File: config.mk
export PLATFORM = sky130hd
export DESIGN_NAME = decoder_stream
export DESIGN_NICKNAME = d
export VERILOG_FILES = /design/src/rtl/decoder_stream.sv
export SDC_FILE = /design/constraint.sdc
export NUM_CORES = 1
export LEC_CHECK = 0
export ABC_CLOCK_PERIOD_IN_PS = 2300
export BUFFER_PORTS_ARGS = -buffer_cell sky130_fd_sc_hd__buf_2
export CAP_MARGIN = 20
export CORE_ASPECT_RATIO = 1.5
export CORE_MARGIN = 1
export CORE_UTILIZATION = 50
export DETAILED_ROUTE_END_ITERATION = 8
export GPL_ROUTABILITY_DRIVEN = 0
export PLACE_DENSITY = 0.77
export SKIP_LAST_GASP = 1
export SLEW_MARGIN = 20
export SYNTH_ARGS = -nofsm -noshare
export SYNTH_HDL_FRONTEND = slang
export SYNTH_SLANG_ARGS = --single-unit
File: constraint.sdc
create_clock -name clk -period 2.3 [get_ports clk]
set_clock_uncertainty 0.2 [all_clocks]
set_input_delay 0.345 -clock clk [delete_from_list [all_inputs] [get_ports clk]]
set_output_delay 0.345 -clock clk [all_outputs]
set_load 0.05 [all_outputs]
File: src/rtl/decoder_stream.sv
// Streaming N-to-2**N one-hot decoder behind a 2-entry ready/valid FIFO.
// The output is decoded from the registered head entry; delivered words are counted by enable.
module decoder_stream #(
  parameter int N = 3
) (
  input  logic             clk,
  input  logic             rst,
  input  logic [N-1:0]     in_code,
  input  logic             in_en,
  input  logic             in_valid,
  output logic             in_ready,
  output logic [(1<<N)-1:0] out_onehot,
  output logic             out_valid,
  input  logic             out_ready,
  output logic [7:0]       dec_count,
  output logic [7:0]       dis_count
);
  localparam int W = 1 << N;

  typedef enum logic [1:0] {EMPTY, ONE, FULL} state_e;

  state_e         state_q, state_d;
  logic           in_ready_q;
  logic [N-1:0]   head_code_q, head_code_d, tail_code_q, tail_code_d;
  logic           head_en_q, head_en_d, tail_en_q, tail_en_d;
  logic [7:0]     dec_q, dec_d, dis_q, dis_d;
  logic           push, pop;

  function automatic logic [W-1:0] decode(input logic [N-1:0] code, input logic en);
    logic [W-1:0] word;
    word = '0;
    if (en) word[code] = 1'b1;
    return word;
  endfunction

  assign push = in_valid && in_ready_q;
  assign pop  = out_valid && out_ready;

  always_comb begin
    state_d     = state_q;
    head_code_d = head_code_q;
    head_en_d   = head_en_q;
    tail_code_d = tail_code_q;
    tail_en_d   = tail_en_q;
    dec_d       = dec_q;
    dis_d       = dis_q;
    unique case (state_q)
      EMPTY: begin
        if (push) begin
          state_d     = ONE;
          head_code_d = in_code;
          head_en_d   = in_en;
        end
      end
      ONE: begin
        if (push && pop) begin
          head_code_d = in_code;
          head_en_d   = in_en;
        end else if (push) begin
          state_d     = FULL;
          tail_code_d = in_code;
          tail_en_d   = in_en;
        end else if (pop) begin
          state_d = EMPTY;
        end
      end
      FULL: begin
        if (pop) begin
          state_d     = ONE;
          head_code_d = tail_code_q;
          head_en_d   = tail_en_q;
        end
      end
      default: state_d = EMPTY;
    endcase
    if (pop) begin
      if (head_en_q) dec_d = dec_q + 8'd1;
      else           dis_d = dis_q + 8'd1;
    end
  end

  // Control state: reset clears occupancy, so buffered words are dropped.
  always_ff @(posedge clk or posedge rst) begin
    if (rst) begin
      state_q    <= EMPTY;
      in_ready_q <= 1'b0;
      dec_q      <= '0;
      dis_q      <= '0;
    end else begin
      state_q    <= state_d;
      in_ready_q <= (state_d != FULL);
      dec_q      <= dec_d;
      dis_q      <= dis_d;
    end
  end

  always_ff @(posedge clk) begin
    head_code_q <= head_code_d;
    head_en_q   <= head_en_d;
    tail_code_q <= tail_code_d;
    tail_en_q   <= tail_en_d;
  end

  // Entry contents are only meaningful while occupied, so the output is gated by state.
  assign out_valid  = (state_q != EMPTY);
  assign out_onehot = out_valid ? decode(head_code_q, head_en_q) : '0;
  assign in_ready   = in_ready_q;
  assign dec_count  = dec_q;
  assign dis_count  = dis_q;
endmodule

==> flow_summary.toml, run 1 <==
[global_route]
gr-usage-all-layers_pct = 17.5
grt_pass1_vias = 823
gr-usage-met3_pct = 2.31
use_met1_pct = 19.8
grt.busiest_layer = "met2"
grt-ovfl-total = 0
globalRouteMet2Util_pct = 30.7
grt_max_degree = 20
antenna_found_initial = 0
grt_pass1_wl_mm = 3.59

[run_status]
status = "finished, final reports clean"

[final_layout]
nNetsFinal = 153
drive_above_1_share_pct = 36.6
nFillCells = 195
antennaDiodeCount = 0
area_growth_pct = 20.9
fin_util_pct = 65.5
regArea_um2 = 718
final_cell_area_mm2 = 0.00150
fin_cells = 165
multi_input_area_um2 = 520

[placed_design]
dpl.cell_count = 158
postPlaceCellArea_mm2 = 0.00144
numPortBuffers = 33
hpwl_mm = 1.72

[timing]
worst_pin_slew_ns = 0.704
period_share_pct = 93.8
clock.fmax_mhz = 464
drv_slew = 0
setup_violations = 0
relSlewSlack_pct = 53.0
hold_viol = 0
period_needed_ns = 2.16
rsz0062_at_grt = "no"
fin_tns_setup_ns = 0

[floorplan]
core_mm2 = 0.00229
dieHeight_um = 63.0
start_util_pct = 54.2
die_x_um = 42.6
die-area_mm2 = 0.00268
ios = 34
rows = 21

[synth]
synthMostInstantiatedCell = "dfrtp_1"
async_flop_share_pct = 70.4
syn-num-nets = 113
synthTopCellsByArea = "dfrtp_1 38%, edfxtp_1 19%, xnor2_1 7.1%"
avgSynthCellArea_um2 = 12.0
yosysTopAreaCell = "dfrtp_1"
synth_area_mm2 = 0.00124
synth_edf_count = 8
synth_cell_types = 30
syn-instance-count = 103
ys_ff_latch = 27
ys.flop_type = "dfrtp_1"
synth_commonest_cells = "19 x dfrtp_1, 12 x nand2_1, 10 x xnor2_1, 9 x nor2_1, 8 x edfxtp_1"
synth_top_area_share_pct = 38.4
ys_warn_count = 0
seq_area_frac_synth_pct = 57.8

[clocking]
root_buffer = "clkbuf_4"
cts_buffers = 3
clk_pin_slew_ns = 0.14
clock_sinks = 27
clockBufferDepth = 2
cts_tree = "built"
htree_levels = 1
clock_latency_ns = 0.31

[routing]
drtIter0Drc = 15
vias = 869
drcViolationCount = 0
drt-pass1-iter-count = 4
via_per_inst = 5.27
wl_mm = 2.16
drt.antenna.violating_nets = 0
drt-wirelength-per-cell_um = 13.1

[setup_path]
r2r_cells = 2
endpoint_kind = "primary output"
cp_max_fo = 10
crit_type = "reg -> out"
worstPathRequired_ns = 1.75
arrival_ns = 1.61
startpoint_type = "flip-flop"

[worst_hold_path]
min_path_type = "in -> reg"
whs_path_depth = 1

[job]
drv_cap = 0

[power]
peakVddDrop_v = 0.000715
cellPowerDensity_mw_per_mm2 = 1150
p_leak_nw = 0.699
power_mw = 1.72
## cell families after synthesis
kind of cell	after synthesis	synth area share, %
AO/OA/AOI/OAI	6	4.55
buffers and inverters	3	1.01
adder cells (fa/ha/maj)	2	2.02
XOR/XNOR	14	9.90
flip-flops	27	57.8
AND/OR/NAND/NOR	45	19.4
multiplexers	6	5.35
## worst paths after layout
kind / start / to / slack (ns)
worst max-delay path: state_q[1] / out_onehot[3] / 0.14
max in group asynchronous: rst / state_q[1] / 0.95
worst min-delay path: in_en / tail_en_q / 0.02
min in group asynchronous: rst / dis_count[7] / 0.47
worst max register to register: state_q[0] / head_en_q / 0.57
worst min register to register: dec_count[7] / dec_count[7] / 0.27
## routing by layer
metal	wire length [um]	vias to the layer above
met2	1250	17
met1	826	415
met4	20	0
li1	-	435
met3	61	2
met5	0	-
## what timing repair did
item                       CTS  global route
setup endpoints to repair    0             7
gates resized for setup      0             2
buffers inserted             0             0
hold endpoints to repair    19             2
hold buffers                 1             2
## report_power, final
| part | total, mW | switching, mW | internal (mW) | leakage (nW) |
|---|---|---|---|---|
| combinational | 0.762 | 0.543 | 0.219 | 0.365 |
| clock | 0.194 | 0.129 | 0.0650 | 0.0177 |
| sequential | 0.762 | 0.143 | 0.619 | 0.316 |
| total | 1.72 | 0.816 | 0.902 | 0.699 |
## critical path, stage by stage (launching register included)
cell and delay (ns):
dfrtp_2 0.51, or2_4 0.17, nand3_1 0.16, nor2_1 0.17, buf_2 0.28
## flip-flops by register name, indices dropped and copies added, names as in the netlist
name,count
tail_en_q,1
state_q,2
tail_code_q,3
head_en_q,1
head_code_q,3
in_ready,1
dec_count,8
dis_count,8
## cell type report
cell class / instances / share of cell area (%)
clock inverter: 1 / 0.334
tap: 23 / 1.92
clock buffer: 3 / 1.50
multi-input combinational: 73 / 34.8
sequential: 27 / 48.0
inverter: 2 / 0.501
timing repair buffer: 36 / 13.0
## cells in the final DEF (no fill, tap or decap), drive strengths merged, types with 3 or more instances in the layout
cell type / synthesis / routed
nand2b: 3 / 3
dlygate4sd3: 0 / 3
dfrtp: 19 / 19
nor2: 10 / 10
xor2: 4 / 4
clkbuf: 0 / 3
buf: 1 / 33
edfxtp: 8 / 8
nor3: 4 / 4
nand4: 5 / 5
mux2: 5 / 5
xnor2: 10 / 10
nand2: 12 / 12
## stage by stage
stage | setup slack, ns | hold WS, ns
final | 0.144 | 0.0179
after global routing | 0.0296 | 0.000192
after CTS | 0.0362 | 0.00236
after detailed placement | 0.415 | 0.252
after global placement | 0.505 | 0.252
after floorplan | 0.149 | 0.0961
(Power assumes the default switching activity.)
==> run 2: changes to the inputs <==
- CORE_MARGIN: 1 -> unset
- PLACE_DENSITY: 0.77 -> unset
- PLACE_DENSITY_LB_ADDON: unset -> 0.15
- SLEW_MARGIN: 20 -> 5
==> run 2 against run 1 <==
Clock-buffer cell count up 1. Critical path type unchanged. Critical endpoint is now out_onehot[1]. Maximum frequency grew 0.70%. Non-clock buffer count is the same.
==> flow_summary.toml, run 2 (synthesis results as in run 1) <==
[run_status]
status = "finished, final reports clean"

[placed_design]
postPlaceCellArea_mm2 = 0.00144
numPortBuffers = 33
hpwl_mm = 1.65

[global_route]
antenna_found_initial = 0
grt_pass1_wl_mm = 3.82
grt_pass1_vias = 897
gr-usage-all-layers_pct = 18.1
grt_max_degree = 20
grt-ovfl-total = 0

[timing]
setup_violations = 0
clock.fmax_mhz = 467
hold_viol = 0
drv_slew = 0
rsz0062_at_grt = "no"
period_share_pct = 93.1
fin_tns_setup_ns = 0
relSlewSlack_pct = 52.3
period_needed_ns = 2.14
worst_pin_slew_ns = 0.715

[floorplan]
rows = 21
start_util_pct = 54.2
die_x_um = 42.6
dieHeight_um = 63.0
die-area_mm2 = 0.00268
ios = 34
core_mm2 = 0.00229

[clocking]
clockBufferDepth = 2
root_buffer = "clkbuf_4"
clk_pin_slew_ns = 0.14
htree_levels = 1
cts_tree = "built"
clock_sinks = 27
cts_buffers = 3
clock_latency_ns = 0.31
post-cts-setup-buffers = 0

[job]
drv_cap = 0

[setup_path]
ff2ff_setup_slack_ns = 0.53
cp_max_fo = 8
critPathMaxStageDelay_ns = 0.53
endpoint_kind = "primary output"
crit_slowest_cell = "dfrtp_1"
startpoint_type = "flip-flop"
cp-startpoint = "state_q[0]"
worstPathRequired_ns = 1.75
cp_cell_sequence = "or2_4, nand3_1, nor3_2, buf_2"
arrival_ns = 1.60
r2r_start = "state_q[0]"
crit_type = "reg -> out"

[routing]
wl_mm = 2.12
drt.antenna.violating_nets = 0
drtIter0Drc = 17
drt-wirelength-per-cell_um = 12.9
drt-pass1-iter-count = 3
vias = 890
via_per_inst = 5.39
drcViolationCount = 0

[final_layout]
fin_util_pct = 65.4
mostFrequentLayoutCells = "33 x buf_2, 18 x dfrtp_1, 12 x nand2_1, 10 x xnor2_1, 9 x nor2_1"
final_cell_area_mm2 = 0.00150
nNetsFinal = 153
area_growth_pct = 20.7
final_common_cell = "buf_2"
drive_above_1_share_pct = 35.2
antennaDiodeCount = 0

[power]
p_leak_nw = 0.697
power_mw = 1.72
cellPowerDensity_mw_per_mm2 = 1150
peakVddDrop_v = 0.000657

[worst_hold_path]
min-delay-start = "in_en"
min_path_type = "in -> reg"
==> run 2: timing repair <==
| item | in CTS | in global routing |
|---|---|---|
| endpoints found under the hold margin | 19 | 2 |
| hold buffers | 1 | 2 |
| gates resized for setup | 0 | 1 |
| endpoints found under the setup margin | 0 | 8 |
==> run 2: layer usage <==
metal / global-route usage, % / routed length [um]
met1: 19.5 / 854
met2: 34.1 / 1200
met3: 2.02 / 53
met4: 7.03 / 18
met5: 0 / 0
==> run 2: where the power goes <==
part	leakage, nW	internal, mW	switching, mW
Combinational	0.365	0.219	0.545
Clock	0.0150	0.0677	0.130
Sequential	0.317	0.617	0.144
Total	0.697	0.904	0.818
==> run 2: worst paths after layout <==
check	endpoint	cells past startpoint
max	out_onehot[1]	4
min	tail_en_q	1
max reg2reg	head_en_q	2
min reg2reg	dec_count[7]	1
max in group asynchronous	state_q[1]	3
min in group asynchronous	dis_count[6]	3
==> run 2: metrics by stage <==
step / hold slack (ns) / setup WS, ns / cells
after global routing: 0.00319 / 0.00669 / 165
after floorplan: 0.0961 / 0.149 / 103
after detailed placement: 0.258 / 0.447 / 158
final: 0.0168 / 0.159 / 165
after global placement: 0.256 / 0.501 / 158
after CTS: 0.00428 / 0.0761 / 163
==> run 2: worst max-delay path, delay by kind of cell (launching register included) <==
kind | cells | cell delay (ns)
buffers and inverters | 1 | 0.28
flip-flops | 1 | 0.53
AND/OR/NAND/NOR | 3 | 0.48
==> run 2: area by class of cell <==
| cell class | instances | area [um2] |
|---|---|---|
| Timing Repair Buffer | 36 | 195 |
| Sequential cell | 27 | 717 |
| Tap cell | 23 | 28.8 |
| Inverter | 2 | 7.51 |
| Fill cell | 189 | 791 |
| Clock buffer | 4 | 26.3 |
| Multi-Input combinational cell | 73 | 520 |
==> run 3: changes to the inputs <==
- CORE_UTILIZATION: 50 -> 53
- CTS_BUF_LIST: unset -> sky130_fd_sc_hd__clkbuf_8
==> run 3 against run 2 <==
The flow now finishes with violations (negative hold slack). Combinational power decreased by 2%. Clock power increased by 27%. Register-to-register slack about the same. Via count decreased by 3.1%. Critical path type unchanged. Highest routed layer unchanged.
==> flow_summary.toml, run 3 (synthesis results as in run 1) <==
[global_route]
grt_pass1_vias = 758
grt_max_degree = 20
gr-usage-all-layers_pct = 16.6
grt.busiest_layer = "met2"
gr-usage-met3_pct = 2.35
globalRouteMet2Util_pct = 28.6
use_met1_pct = 21.3
grt_pass1_wl_mm = 3.23
grt-ovfl-total = 0
antenna_found_initial = 0

[routing]
drt-pass1-iter-count = 4
drtIter0Drc = 12
drt-wirelength-per-cell_um = 12.4
wl_mm = 2.00
via_per_inst = 5.32
drt.antenna.violating_nets = 0
drcViolationCount = 0
vias = 862

[power]
power_mw = 1.76
p_leak_nw = 0.698
peakVddDrop_v = 0.000691
cellPowerDensity_mw_per_mm2 = 1190

[clocking]
clock_latency_ns = 0.26
cts_tree = "built"
post-cts-setup-buffers = 0
hold_buffers = 0
clk_pin_slew_ns = 0.08
cts_buffers = 3
root_buffer = "clkbuf_8"
clock_sinks = 27
ctsResizeCount = 0
clockBufferDepth = 2
htree_levels = 1

[floorplan]
ios = 34
die-area_mm2 = 0.00254
rows = 21
die_x_um = 41.5
start_util_pct = 56.1
core_mm2 = 0.00221
dieHeight_um = 61.2

[final_layout]
nNetsFinal = 150
drive_above_1_share_pct = 35.3
final_common_cell = "buf_2"
nFillCells = 171
area_growth_pct = 19.7
mostFrequentLayoutCells = "33 x buf_2, 19 x dfrtp_1, 12 x nand2_1, 10 x xnor2_1, 9 x nor2_1"
antennaDiodeCount = 0

[setup_path]
cp_max_fo = 10
startpoint_type = "flip-flop"
crit_type = "reg -> out"
worstPathRequired_ns = 1.75
arrival_ns = 1.61
ff2ff_setup_slack_ns = 0.54
endpoint_kind = "primary output"

[timing]
period_needed_ns = 2.15
rsz0062_at_grt = "no"
setup_violations = 0
fin_tns_setup_ns = 0
period_share_pct = 93.5
worst_pin_slew_ns = 0.706
hold_viol = 19
clock.fmax_mhz = 465
hold_slack_ns = -0.0188
drv_slew = 0
relSlewSlack_pct = 52.9

[placed_design]
numPortBuffers = 33
hpwl_mm = 1.54

[job]
drv_cap = 0

[worst_hold_path]
min_path_type = "in -> async"

[run_status]
status = "finished, violations left"
violations = "negative hold slack"
## run 3: cell types whose count changed in the layout (fill, tap and decap cells not counted), sizes merged
cell         previous run  this run
clkbuf                  4         3
dlygate4sd3             3         0
inv                     2         3
## run 3: worst max-delay path, cell delays in order, from the launching register on
cell     delay [ns]
dfrtp_1        0.56
or2_4          0.21
nand3_1        0.15
nor2_1         0.15
buf_2          0.28
## run 3: metrics by stage
stage	cell area [um2]	util [%]	setup WS, ns	instances
floorplan	1250	-	0.149	103
global placement	1440	65.1	0.495	158
detailed placement	1440	65.1	0.453	158
CTS	1480	67.2	0.143	162
global route	1480	67.2	0.0190	162
finish	1480	67.2	0.150	162
## run 3: path summary, 6_finish.rpt
kind	startpoint	end	depth (start not counted)
min reg2reg	dis_count[7]	dis_count[7]	1
max reg2reg	state_q[0]	head_en_q	2
min	rst	dec_count[4]	2
max	state_q[1]	out_onehot[7]	4
max in group asynchronous	rst	dec_count[7]	2
min in group clk	in_code[2]	tail_code_q[2]	1
## run 3: power by group
| group | switching (mW) | internal, mW |
|---|---|---|
| registers | 0.144 | 0.617 |
| clock network | 0.131 | 0.119 |
| logic | 0.538 | 0.214 |
## run 3: cell type report
class | instances | area (um2) | share of cell area [%]
clock buffers | 3 | 41.3 | 2.78
repair buffers | 33 | 165 | 11.1
flip-flops and latches | 27 | 716 | 48.3
well taps | 23 | 28.8 | 1.94
clock inverters | 1 | 3.75 | 0.253
inverters | 2 | 7.51 | 0.506
multi-input cells | 73 | 520 | 35.1
## run 3: layer usage
| layer | vias to the layer above | share of wire (%) |
|---|---|---|
| met3 | 2 | 3.1 |
| met4 | 0 | 0.90 |
| li1 | 435 | - |
| met2 | 17 | 52 |
| met1 | 408 | 43 |
| met5 | - | 0 |
